### config.mk
export PLATFORM = sky130hd
export DESIGN_NAME = nonrestoring_div32by16
export DESIGN_NICKNAME = d
export VERILOG_FILES = /design/src/rtl/nonrestoring_div32by16.sv
export SDC_FILE = /design/constraint.sdc
export NUM_CORES = 1
export LEC_CHECK = 0
export CAP_MARGIN = 25
export CORE_MARGIN = 1
export CORE_UTILIZATION = 50
export CTS_CLUSTER_DIAMETER = 80
export DETAILED_ROUTE_END_ITERATION = 10
export DONT_BUFFER_PORTS = 1
export PLACE_DENSITY = 0.66
export SLEW_MARGIN = 0
export SYNTH_ARGS = -nofsm -noshare
export SYNTH_HDL_FRONTEND = slang
export SYNTH_SLANG_ARGS = --single-unit
### constraint.sdc
create_clock -name clk -period 9.6 [get_ports clk]
set_input_delay 0.96 -clock clk [delete_from_list [all_inputs] [get_ports clk]]
set_output_delay 0.96 -clock clk [all_outputs]
set_load 0.05 [all_outputs]
### src/rtl/nonrestoring_div32by16.sv
// nonrestoring_div32by16
//   Sequential radix-2 non-restoring divider: 2*WIDTH-bit dividend divided
//   by a WIDTH-bit divisor, one quotient bit per clock. Companion to the
//   16x16->32 multiplier: its product can be fed straight in as dividend.
//
//   Optional build macro: DIV_SIGNED_EN adds the sgn input (two's complement
//   operands, truncating division) and a NEG stage after FIX.
//
// Ports:
//   clk        rising-edge clock
//   rst        synchronous active-high reset; aborts any operation
//   start      request, sampled only in IDLE
//   dividend   2*WIDTH-bit numerator, captured on accepted start
//   divisor    WIDTH-bit denominator, captured on accepted start
//   sgn        (DIV_SIGNED_EN only) signed request, captured on start
//   busy       high in CHECK/ITER/FIX(/NEG)
//   done       one-cycle completion pulse; results valid with it and held
//   quotient   result quotient (all ones on div0/ovf)
//   remainder  result remainder (dividend low half on div0/ovf)
//   div0       divisor was zero
//   ovf        quotient does not fit in WIDTH bits
module nonrestoring_div32by16 #(
  parameter int WIDTH = 16,
  parameter int CNT_W = 5
) (
  input  logic                 clk,
  input  logic                 rst,
  input  logic                 start,
  input  logic [2*WIDTH-1:0]   dividend,
  input  logic [WIDTH-1:0]     divisor,
`ifdef DIV_SIGNED_EN
  input  logic                 sgn,
`endif
  output logic                 busy,
  output logic                 done,
  output logic [WIDTH-1:0]     quotient,
  output logic [WIDTH-1:0]     remainder,
  output logic                 div0,
  output logic                 ovf
);

  typedef enum logic [2:0] {
    S_IDLE,
    S_CHECK,
    S_ITER,
    S_FIX,
    S_NEG,
    S_DONE
  } state_t;

  state_t               state_q, state_d;
  logic [2*WIDTH-1:0]   dvd_q, dvd_d;
  logic [WIDTH-1:0]     dvs_q, dvs_d;
  logic [WIDTH:0]       p_q, p_d;
  logic [WIDTH-1:0]     q_q, q_d;
  logic [CNT_W-1:0]     cnt_q, cnt_d;
  logic                 pend_div0_q, pend_div0_d;
  logic                 pend_ovf_q, pend_ovf_d;
  logic                 busy_q, busy_d;
  logic                 done_q, done_d;
  logic [WIDTH-1:0]     quot_q, quot_d;
  logic [WIDTH-1:0]     rem_q, rem_d;
  logic                 div0_q, div0_d;
  logic                 ovf_q, ovf_d;

  logic [2*WIDTH-1:0]   mag_dvd;
  logic [WIDTH-1:0]     mag_dvs;
  logic [WIDTH:0]       p_shift, p_step, p_fix;
  logic                 range_ovf;

`ifdef DIV_SIGNED_EN
  logic                 sgn_q, sgn_d;
  logic                 negq_q, negq_d;
  logic                 negr_q, negr_d;
  logic                 dvd_neg, dvs_neg;
  logic [2*WIDTH:0]     lim_pos, lim_neg;

  // Magnitudes feed the unsigned core. A signed quotient magnitude must stay
  // below 2^(W-1) (positive) or 2^(W-1)+1 (negative); compare the dividend
  // magnitude against limit*divisor instead of dividing.
  always_comb begin
    dvd_neg   = sgn_q & dvd_q[2*WIDTH-1];
    dvs_neg   = sgn_q & dvs_q[WIDTH-1];
    mag_dvd   = dvd_neg ? -dvd_q : dvd_q;
    mag_dvs   = dvs_neg ? -dvs_q : dvs_q;
    lim_pos   = (2*WIDTH+1)'(mag_dvs) << (WIDTH-1);
    lim_neg   = lim_pos + (2*WIDTH+1)'(mag_dvs);
    range_ovf = sgn_q & ({1'b0, mag_dvd} >= ((dvd_neg ^ dvs_neg) ? lim_neg : lim_pos));
  end
`else
  always_comb begin
    mag_dvd   = dvd_q;
    mag_dvs   = dvs_q;
    range_ovf = 1'b0;
  end
`endif

  // One non-restoring step: P stays within [-D, D), so modulo-2^(W+1)
  // arithmetic is exact even though the shifted value may wrap.
  always_comb begin
    p_shift = {p_q[WIDTH-1:0], q_q[WIDTH-1]};
    p_step  = p_q[WIDTH] ? p_shift + {1'b0, dvs_q} : p_shift - {1'b0, dvs_q};
    p_fix   = p_q[WIDTH] ? p_q + {1'b0, dvs_q} : p_q;
  end

  always_comb begin
    state_d     = state_q;
    dvd_d       = dvd_q;
    dvs_d       = dvs_q;
    p_d         = p_q;
    q_d         = q_q;
    cnt_d       = cnt_q;
    pend_div0_d = pend_div0_q;
    pend_ovf_d  = pend_ovf_q;
    quot_d      = quot_q;
    rem_d       = rem_q;
    div0_d      = div0_q;
    ovf_d       = ovf_q;
`ifdef DIV_SIGNED_EN
    sgn_d       = sgn_q;
    negq_d      = negq_q;
    negr_d      = negr_q;
`endif

    unique case (state_q)
      S_IDLE: begin
        if (start) begin
          dvd_d       = dividend;
          dvs_d       = divisor;
          div0_d      = 1'b0;
          ovf_d       = 1'b0;
          pend_div0_d = 1'b0;
          pend_ovf_d  = 1'b0;
`ifdef DIV_SIGNED_EN
          sgn_d       = sgn;
`endif
          state_d     = S_CHECK;
        end
      end

      // Special cases also pass through FIX so their latency is fixed at 3.
      S_CHECK: begin
        dvs_d = mag_dvs;
`ifdef DIV_SIGNED_EN
        negq_d = dvd_neg ^ dvs_neg;
        negr_d = dvd_neg;
`endif
        if (mag_dvs == '0) begin
          pend_div0_d = 1'b1;
          q_d         = '1;
          p_d         = {1'b0, dvd_q[WIDTH-1:0]};
          state_d     = S_FIX;
        end else if ((mag_dvd[2*WIDTH-1:WIDTH] >= mag_dvs) || range_ovf) begin
          pend_ovf_d  = 1'b1;
          q_d         = '1;
          p_d         = {1'b0, dvd_q[WIDTH-1:0]};
          state_d     = S_FIX;
        end else begin
          p_d     = {1'b0, mag_dvd[2*WIDTH-1:WIDTH]};
          q_d     = mag_dvd[WIDTH-1:0];
          cnt_d   = CNT_W'(WIDTH);
          state_d = S_ITER;
        end
      end

      S_ITER: begin
        p_d   = p_step;
        q_d   = {q_q[WIDTH-2:0], ~p_step[WIDTH]};
        cnt_d = cnt_q - CNT_W'(1);
        if (cnt_q == CNT_W'(1)) begin
          state_d = S_FIX;
        end
      end

      S_FIX: begin
        if (pend_div0_q || pend_ovf_q) begin
          quot_d  = q_q;
          rem_d   = p_q[WIDTH-1:0];
          div0_d  = pend_div0_q;
          ovf_d   = pend_ovf_q;
          state_d = S_DONE;
        end else begin
          p_d = p_fix;
`ifdef DIV_SIGNED_EN
          state_d = S_NEG;
`else
          quot_d  = q_q;
          rem_d   = p_fix[WIDTH-1:0];
          state_d = S_DONE;
`endif
        end
      end

`ifdef DIV_SIGNED_EN
      S_NEG: begin
        quot_d  = negq_q ? -q_q : q_q;
        rem_d   = negr_q ? -p_q[WIDTH-1:0] : p_q[WIDTH-1:0];
        state_d = S_DONE;
      end
`endif

      S_DONE: begin
        state_d = S_IDLE;
      end

      default: begin
        state_d = S_IDLE;
      end
    endcase

    busy_d = (state_d == S_CHECK) || (state_d == S_ITER) ||
             (state_d == S_FIX)   || (state_d == S_NEG);
    done_d = (state_d == S_DONE);
  end

  always_ff @(posedge clk) begin
    if (rst) begin
      state_q     <= S_IDLE;
      dvd_q       <= '0;
      dvs_q       <= '0;
      p_q         <= '0;
      q_q         <= '0;
      cnt_q       <= '0;
      pend_div0_q <= 1'b0;
      pend_ovf_q  <= 1'b0;
      busy_q      <= 1'b0;
      done_q      <= 1'b0;
      quot_q      <= '0;
      rem_q       <= '0;
      div0_q      <= 1'b0;
      ovf_q       <= 1'b0;
`ifdef DIV_SIGNED_EN
      sgn_q       <= 1'b0;
      negq_q      <= 1'b0;
      negr_q      <= 1'b0;
`endif
    end else begin
      state_q     <= state_d;
      dvd_q       <= dvd_d;
      dvs_q       <= dvs_d;
      p_q         <= p_d;
      q_q         <= q_d;
      cnt_q       <= cnt_d;
      pend_div0_q <= pend_div0_d;
      pend_ovf_q  <= pend_ovf_d;
      busy_q      <= busy_d;
      done_q      <= done_d;
      quot_q      <= quot_d;
      rem_q       <= rem_d;
      div0_q      <= div0_d;
      ovf_q       <= ovf_d;
`ifdef DIV_SIGNED_EN
      sgn_q       <= sgn_d;
      negq_q      <= negq_d;
      negr_q      <= negr_d;
`endif
    end
  end

  assign busy      = busy_q;
  assign done      = done_q;
  assign quotient  = quot_q;
  assign remainder = rem_q;
  assign div0      = div0_q;
  assign ovf       = ovf_q;

endmodule

==> results of run 1 <==
worst reg2reg max path, stage by stage, from the launching register on:
cell	delay, ps
dfxtp_1	750
buf_4	390
inv_2	160
o21ai_0	130
xnor2_1	150
ha_1	290
and3_1	180
a21oi_1	180
nand3b_1	150
a31o_1	280
or4b_1	470
a21oi_1	140
nor2_1	70
a31oi_1	140
power breakdown:
| part | switching [mW] | internal, mW |
|---|---|---|
| logic | 0.839 | 0.532 |
| registers | 0.171 | 0.634 |
| clock network | 0.260 | 0.419 |
state kept, by name (all words and copies together), names as in the netlist:
register / count
dvd_q: 32
p_q: 17
dvs_q: 16
q_q: 16
quotient: 16
remainder: 16
cnt_q: 5
state_q: 3
busy: 1
div0: 1
done: 1
ovf: 1
pend_div0_q: 1
pend_ovf_q: 1
stage by stage:
stage / setup slack (ps) / util, %
detailed placement: 6093 / 52.14
floorplan: 6276 / -
finish: 6054 / 56.36
global route: 5794 / 56.36
CTS: 6083 / 56.36
global placement: 6178 / 52.00
worst paths after layout:
| check | startpoint | to | slack, ps | cells after the start |
|---|---|---|---|---|
| max | p_q[16]$_SDFFE_PP0P_ | p_q[14]$_SDFFE_PP0P_ | 6050 | 13 |
| min | dvd_q[16]$_SDFFE_PP0P_ | dvd_q[16]$_SDFFE_PP0P_ | 460 | 2 |
| max reg2reg | p_q[16]$_SDFFE_PP0P_ | p_q[14]$_SDFFE_PP0P_ | 6050 | 13 |
| min reg2reg | dvd_q[16]$_SDFFE_PP0P_ | dvd_q[16]$_SDFFE_PP0P_ | 460 | 2 |
cell type report:
type | instances | share of cell area [%]
multi-input cells | 758 | 56.63
flip-flops and latches | 127 | 30.81
clock buffers | 18 | 5.321
well taps | 184 | 2.790
clock inverters | 14 | 2.168
inverters | 33 | 1.501
repair buffers | 7 | 0.7884
placed cells by master, fill, tap and decap left out, types with 3 or more instances in the layout:
cell / count
mux2_2: 4
nand2_1: 181
a21oi_1: 135
inv_1: 27
o21a_1: 10
o21ai_1: 10
or3_1: 5
inv_6: 4
a211o_1: 4
nor2b_1: 6
xnor2_1: 29
a22o_1: 3
bufinv_16: 3
buf_4: 6
o31ai_1: 3
nand3_1: 29
ha_1: 51
and2_1: 5
nand4_1: 8
nor2_1: 57
mux2i_1: 19
inv_2: 5
o221ai_1: 15
dfxtp_1: 127
a311oi_1: 4
clkbuf_16: 17
o21ai_0: 36
o22ai_1: 4
a211oi_1: 23
xor2_1: 8
o211ai_1: 4
a21o_1: 10
and3_1: 6
a31oi_1: 14
nor3_1: 20
logic make-up after synthesis:
| logic type | after synthesis |
|---|---|
| AND/OR/NAND/NOR | 342 |
| buffers and inverters | 92 |
| XOR/XNOR | 37 |
| AO/OA/AOI/OAI | 303 |
| adder cells (fa/ha/maj) | 53 |
| flip-flops | 127 |
| multiplexers | 23 |
metal layers:
layer	GRT usage, %	routed length (µm)	vias up
met1	39.68	10330	3280
met5	0	0	-
met4	13.85	813	0
met2	45.11	9953	284
li1	-	-	3450
met3	8.376	1859	59
==> impl_metrics.prom, run 1 <==
# TYPE chip_impl_metric gauge
chip_impl_metric{name="die_w",unit="µm"} 124.9
chip_impl_metric{name="ys_async_sr_fraction",unit="%"} 0
chip_impl_info{name="worst_path_most_repeated_cell",value="a21oi_1"} 1
chip_impl_metric{name="drv.max_cap_violation_count",unit=""} 0
chip_impl_metric{name="dpl.cell_count",unit=""} 1109
chip_impl_metric{name="dr.first_iter.drc_count",unit=""} 752
chip_impl_metric{name="clkSinkCount",unit=""} 127
chip_impl_metric{name="multi_input_comb_area",unit="µm²"} 4673
chip_impl_metric{name="yosys_top_cell_area_share",unit="%"} 33.68
chip_impl_metric{name="post_synth_xor_xnor_area",unit="%"} 4.293
chip_impl_info{name="end_kind",value="register"} 1
chip_impl_metric{name="yosys.area_share.simple",unit="%"} 20.04
chip_impl_metric{name="clock_tree.htree_level_count",unit=""} 4
chip_impl_metric{name="globalRouteOverflowTotal",unit=""} 0
chip_impl_metric{name="crit_required",unit="ps"} 9970
chip_impl_metric{name="setup-violations-final",unit=""} 0
chip_impl_metric{name="detail_route.vias_per_cell",unit=""} 6.199
chip_impl_info{name="synth_most_common_cell",value="nand2_1"} 1
chip_impl_metric{name="hold_buffers",unit=""} 0
chip_impl_info{name="hold_class",value="register to register"} 1
chip_impl_info{name="critical-path-top-delay-family",value="compound AO/OA/AOI/OAI gates"} 1
chip_impl_metric{name="seqCellArea",unit="µm²"} 2542
chip_impl_metric{name="worst-slew-pin-transition",unit="ps"} 1032
chip_impl_info{name="crit_chain",value="buf_4 > inv_2 > o21ai_0 > xnor2_1 > ha_1 > and3_1 > a21oi_1 > nand3b_1 > a31o_1 > or4b_1 > a21oi_1 > nor2_1 > a31oi_1"} 1
chip_impl_metric{name="cp_data_arrival_time",unit="ps"} 3910
chip_impl_metric{name="nFillCells",unit=""} 1384
chip_impl_metric{name="synth.avg_cell_area",unit="µm²"} 7.726
chip_impl_metric{name="drcViolationCount",unit=""} 10
chip_impl_info{name="status",value="finished, violations left"} 1
chip_impl_info{name="tritoncts",value="done"} 1
chip_impl_metric{name="final.setup.tns",unit="ps"} 0
chip_impl_metric{name="path_max_fanout",unit=""} 22
chip_impl_metric{name="layout_min_cycle_time",unit="ps"} 3546
chip_impl_metric{name="timing.slew.headroom",unit="%"} 31.01
chip_impl_metric{name="adder_cell_area_share_of_the_yosys_netlist",unit="%"} 8.984
chip_impl_metric{name="gpl.final_weighted_congestion",unit=""} 0.9054
chip_impl_metric{name="max_stage_delay",unit="ps"} 750
chip_impl_metric{name="route.antenna.remaining_nets",unit=""} 0
chip_impl_metric{name="mappedNetlistArea",unit="µm²"} 7548
chip_impl_metric{name="cts_resized",unit=""} 0
chip_impl_metric{name="drive_gt1_share",unit="%"} 7.210
chip_impl_metric{name="hold_ws",unit="ps"} 463.6
chip_impl_metric{name="route.detailed.wl_per_inst",unit="µm"} 20.12
chip_impl_metric{name="synth_compound_area_share",unit="%"} 25.19
chip_impl_metric{name="initial_utilization",unit="%"} 51.55
chip_impl_metric{name="fp.coreArea",unit="µm²"} 14640
chip_impl_metric{name="grt_pass1_wl",unit="mm"} 36.06
chip_impl_metric{name="timing.final.max_slew_violations",unit=""} 0
chip_impl_metric{name="ys_ff_latch",unit=""} 127
chip_impl_metric{name="part_of_the_yosys_area_used_for_sequential_elements",unit="%"} 33.68
chip_impl_metric{name="grt_antenna_before_repair",unit=""} 0
chip_impl_metric{name="post-route-cell-area",unit="µm²"} 8253
chip_impl_info{name="yosys.area.top_type",value="dfxtp_1"} 1
chip_impl_metric{name="dr_vias",unit=""} 7073
chip_impl_metric{name="syn_to_final_growth",unit="%"} 9.332
chip_impl_metric{name="boundaryPins",unit=""} 87
chip_impl_metric{name="synth.net_count",unit=""} 1081
chip_impl_metric{name="finalHoldViolations",unit=""} 0
chip_impl_metric{name="clk_pin_slew_worst_setup_hold_paths",unit="ps"} 60
chip_impl_metric{name="placementRows",unit=""} 44
chip_impl_metric{name="nNetsFinal",unit=""} 1048
chip_impl_info{name="criticalPathCategory",value="register to register"} 1
chip_impl_metric{name="postSynthCellCount",unit=""} 977
chip_impl_metric{name="final_wirelength",unit="mm"} 22.96
chip_impl_metric{name="power_density",unit="nW/µm²"} 346.0
chip_impl_metric{name="post-route-period-util",unit="%"} 36.94
chip_impl_metric{name="detailed_place.area",unit="µm²"} 7635
chip_impl_info{name="crit_slowest_cell",value="dfxtp_1"} 1
chip_impl_metric{name="dpl.hpwl",unit="mm"} 16.80
chip_impl_info{name="ys_top_cells_by_count",value="181 x nand2_1, 135 x a21oi_1, 127 x dfxtp_1"} 1
chip_impl_metric{name="timing.critical_path.buf_inv",unit=""} 2
chip_impl_metric{name="synth.yosys.warnings",unit=""} 0
chip_impl_metric{name="clock_latency_on_the_worst_skew_pair",unit="ps"} 440
chip_impl_info{name="violated_checks",value="DRC"} 1
chip_impl_metric{name="vdd_ir_drop_max",unit="V"} 0.0001606
chip_impl_metric{name="numCtsBuffers",unit=""} 17
chip_impl_metric{name="fin_cells",unit=""} 1141
chip_impl_metric{name="antennaDiodeCount",unit=""} 0
chip_impl_metric{name="port_buffers",unit=""} 0
chip_impl_info{name="timing.critical_path.from_type",value="register"} 1
chip_impl_metric{name="synth_edf_count",unit=""} 0
chip_impl_metric{name="die_area",unit="µm²"} 15590
chip_impl_metric{name="clock_skew",unit="ps"} 18.15
chip_impl_info{name="grt_setup_unrepaired",value="false"} 1
chip_impl_info{name="dominant_combinational_cell_family_by_area_after_synthesis",value="compound AO/OA/AOI/OAI gates"} 1
chip_impl_metric{name="grt_util_all_layers",unit="%"} 29.97
chip_impl_metric{name="p_total",unit="mW"} 2.856
chip_impl_metric{name="detailedRoute.firstPassIterationCount",unit=""} 8
chip_impl_info{name="synthFlopType",value="dfxtp_1"} 1
chip_impl_metric{name="cts_setup_buffers",unit=""} 0
chip_impl_metric{name="first_global_vias",unit=""} 6550
chip_impl_metric{name="synthMuxAreaShare",unit="%"} 3.116
chip_impl_metric{name="clock.fmax",unit="GHz"} 0.2820
chip_impl_metric{name="synth_cell_types",unit=""} 71
chip_impl_metric{name="p_leak",unit="nW"} 3.148
chip_impl_metric{name="die_h",unit="µm"} 124.9
chip_impl_metric{name="cts.path.max_buffers",unit=""} 2
chip_impl_info{name="synth.area.top_cells",value="dfxtp_1 34%, nand2_1 9.0%, a21oi_1 9.0%"} 1
chip_impl_metric{name="grt_max_degree",unit=""} 121
chip_impl_info{name="clock-root-buffer",value="clkbuf_16"} 1
No activity file was read; power rests on OpenSTA's default activity.
==> run 2: changes to the inputs <==
==> constraint.sdc (replaced) <==
create_clock -name clk -period 3.3 [get_ports clk]
set_input_delay 0.33 -clock clk [delete_from_list [all_inputs] [get_ports clk]]
set_output_delay 0.33 -clock clk [all_outputs]
set_load 0.05 [all_outputs]
==> impl_metrics.prom, run 2 (synthesized netlist as in run 1, its figures left out) <==
# TYPE chip_impl_metric gauge
chip_impl_info{name="status",value="finished, violations left"} 1
chip_impl_info{name="violated_checks",value="DRC"} 1
chip_impl_metric{name="grt_max_degree",unit=""} 76
chip_impl_metric{name="dpl.cell_count",unit=""} 1129
chip_impl_metric{name="final_core_utilization",unit="%"} 57.76
chip_impl_metric{name="die_area",unit="µm²"} 15590
chip_impl_metric{name="antennaDiodeCount",unit=""} 0
chip_impl_metric{name="final.setup.tns",unit="ps"} 0
chip_impl_info{name="grt_setup_unrepaired",value="true"} 1
chip_impl_metric{name="power_density",unit="nW/µm²"} 991.3
chip_impl_metric{name="globalRouteOverflowTotal",unit=""} 0
chip_impl_metric{name="p_leak",unit="nW"} 3.266
chip_impl_metric{name="clock.fmax",unit="GHz"} 0.3098
chip_impl_metric{name="clk_pin_slew_worst_setup_hold_paths",unit="ps"} 60
chip_impl_metric{name="clkSinkCount",unit=""} 127
chip_impl_metric{name="largest_register_ff_count",unit=""} 32
chip_impl_metric{name="setup-violations-final",unit=""} 0
chip_impl_metric{name="numCtsBuffers",unit=""} 17
chip_impl_metric{name="detailedRoute.firstPassIterationCount",unit=""} 11
chip_impl_metric{name="port_buffers",unit=""} 0
chip_impl_metric{name="cts.path.max_buffers",unit=""} 2
chip_impl_metric{name="path_max_fanout",unit=""} 5
chip_impl_info{name="criticalPathCategory",value="register to register"} 1
chip_impl_info{name="end_kind",value="register"} 1
chip_impl_metric{name="syn_to_final_growth",unit="%"} 12.05
chip_impl_metric{name="fin_cells",unit=""} 1169
chip_impl_info{name="most-common-layout-cells",value="181 x nand2_1, 134 x a21oi_1, 126 x dfxtp_1"} 1
chip_impl_info{name="hold_class",value="input pin to register"} 1
chip_impl_metric{name="vdd_ir_drop_max",unit="V"} 0.0005423
chip_impl_metric{name="boundaryPins",unit=""} 87
chip_impl_metric{name="layout_min_cycle_time",unit="ps"} 3228
chip_impl_metric{name="drive_gt1_share",unit="%"} 10.15
chip_impl_metric{name="timing.slew.headroom",unit="%"} 37.50
chip_impl_metric{name="clock_tree.htree_level_count",unit=""} 4
chip_impl_metric{name="gpl.final_weighted_congestion",unit=""} 0.9682
chip_impl_metric{name="finalHoldViolations",unit=""} 0
chip_impl_info{name="largest-register",value="dvd_q"} 1
chip_impl_metric{name="timing.final.max_slew_violations",unit=""} 0
chip_impl_metric{name="first_global_vias",unit=""} 6647
chip_impl_metric{name="route.detailed.wl_per_inst",unit="µm"} 20.37
chip_impl_metric{name="grt_util_all_layers",unit="%"} 31.01
chip_impl_info{name="layout_commonest_cell",value="nand2_1"} 1
chip_impl_metric{name="clock_latency_on_the_worst_skew_pair",unit="ps"} 420
chip_impl_metric{name="drv.max_cap_violation_count",unit=""} 0
chip_impl_metric{name="cp_data_arrival_time",unit="ps"} 3580
chip_impl_metric{name="route.antenna.remaining_nets",unit=""} 0
chip_impl_metric{name="dr_vias",unit=""} 7218
chip_impl_metric{name="hold_ws",unit="ps"} 18.48
chip_impl_info{name="timing.critical_path.from_type",value="register"} 1
chip_impl_metric{name="nNetsFinal",unit=""} 1076
chip_impl_metric{name="die_h",unit="µm"} 124.9
chip_impl_metric{name="worst-slew-pin-transition",unit="ps"} 934.1
chip_impl_info{name="largest_registers",value="dvd_q: 32 flops, p_q: 17 flops"} 1
chip_impl_metric{name="dpl.hpwl",unit="mm"} 17.12
chip_impl_metric{name="drcViolationCount",unit=""} 4
chip_impl_info{name="clock-root-buffer",value="clkbuf_16"} 1
chip_impl_metric{name="fp.coreArea",unit="µm²"} 14640
chip_impl_metric{name="clock_skew",unit="ps"} 6.022
chip_impl_metric{name="grt_antenna_before_repair",unit=""} 0
chip_impl_metric{name="detail_route.vias_per_cell",unit=""} 6.175
chip_impl_metric{name="post-route-period-util",unit="%"} 97.83
chip_impl_metric{name="crit_required",unit="ps"} 3650
chip_impl_metric{name="initial_utilization",unit="%"} 51.55
chip_impl_info{name="tritoncts",value="done"} 1
chip_impl_metric{name="die_w",unit="µm"} 124.9
chip_impl_metric{name="p_total",unit="mW"} 8.384
chip_impl_metric{name="placementRows",unit=""} 44
chip_impl_metric{name="grt_pass1_wl",unit="mm"} 36.97
chip_impl_metric{name="final_wirelength",unit="mm"} 23.82
chip_impl_metric{name="dr.first_iter.drc_count",unit=""} 761
run 2: power breakdown:
part | leakage, nW | switching [mW] | total, mW | internal [mW]
clock network | 0.267 | 0.737 | 1.80 | 1.06
registers | 1.04 | 0.482 | 2.33 | 1.85
logic | 1.96 | 2.53 | 4.26 | 1.73
total | 3.27 | 3.75 | 8.38 | 4.64
run 2: worst max-delay path, cell delays in order (launching register included):
cell and delay [ps]:
dfxtp_1 350, inv_2 60, ha_4 150, and3_4 180
nor3b_4 150, buf_4 160, a31oi_2 190, xnor2_1 150
ha_1 280, a21o_1 240, a22o_1 190, a31o_1 220
or4b_1 470, a21oi_1 150, nor2_1 70, a31oi_1 120
run 2: per-layer routing:
layer / part of all wire (%) / GRT usage [%]
met5: 0 / 0
met2: 43 / 46.40
met1: 44 / 41.35
met4: 2.9 / 12.20
met3: 10 / 9.794
run 2: layout make-up:
cell class                 count  area (µm²)
fill                        1363        6186
multi-input combinational    758        4705
sequential                   127        2544
clock buffer                  20       446.7
timing repair buffer          35       297.8
tap                          184       230.2
inverter                      33       123.9
clock inverter                12       111.4
run 2: final timing paths:
check | slack, ps | end | cells past startpoint | start
worst max-delay path | 70 | p_q[14]$_SDFFE_PP0P_ | 15 | dvs_q[0]$_SDFFE_PP0P_
worst min-delay path | 20 | busy$_SDFF_PP0_ | 1 | rst
worst max register to register | 70 | p_q[14]$_SDFFE_PP0P_ | 15 | dvs_q[0]$_SDFFE_PP0P_
worst min register to register | 470 | quotient[7]$_SDFFE_PP0P_ | 2 | q_q[7]$_SDFFE_PP0P_
run 2: metrics by stage:
stage               cell area [µm²]  setup slack, ps
finish                         8458            71.66
global route                   8458           -106.8
detailed placement             7770            29.32
global placement               7770            114.0
floorplan                      7550            58.75
CTS                            8386            6.354
run 2: repair_timing:
action                                  CTS  global route
setup buffers                             0             5
endpoints found under the setup margin    0             4
hold endpoints to repair                 75             0
hold buffers                              3             0
resized for setup                         0             9
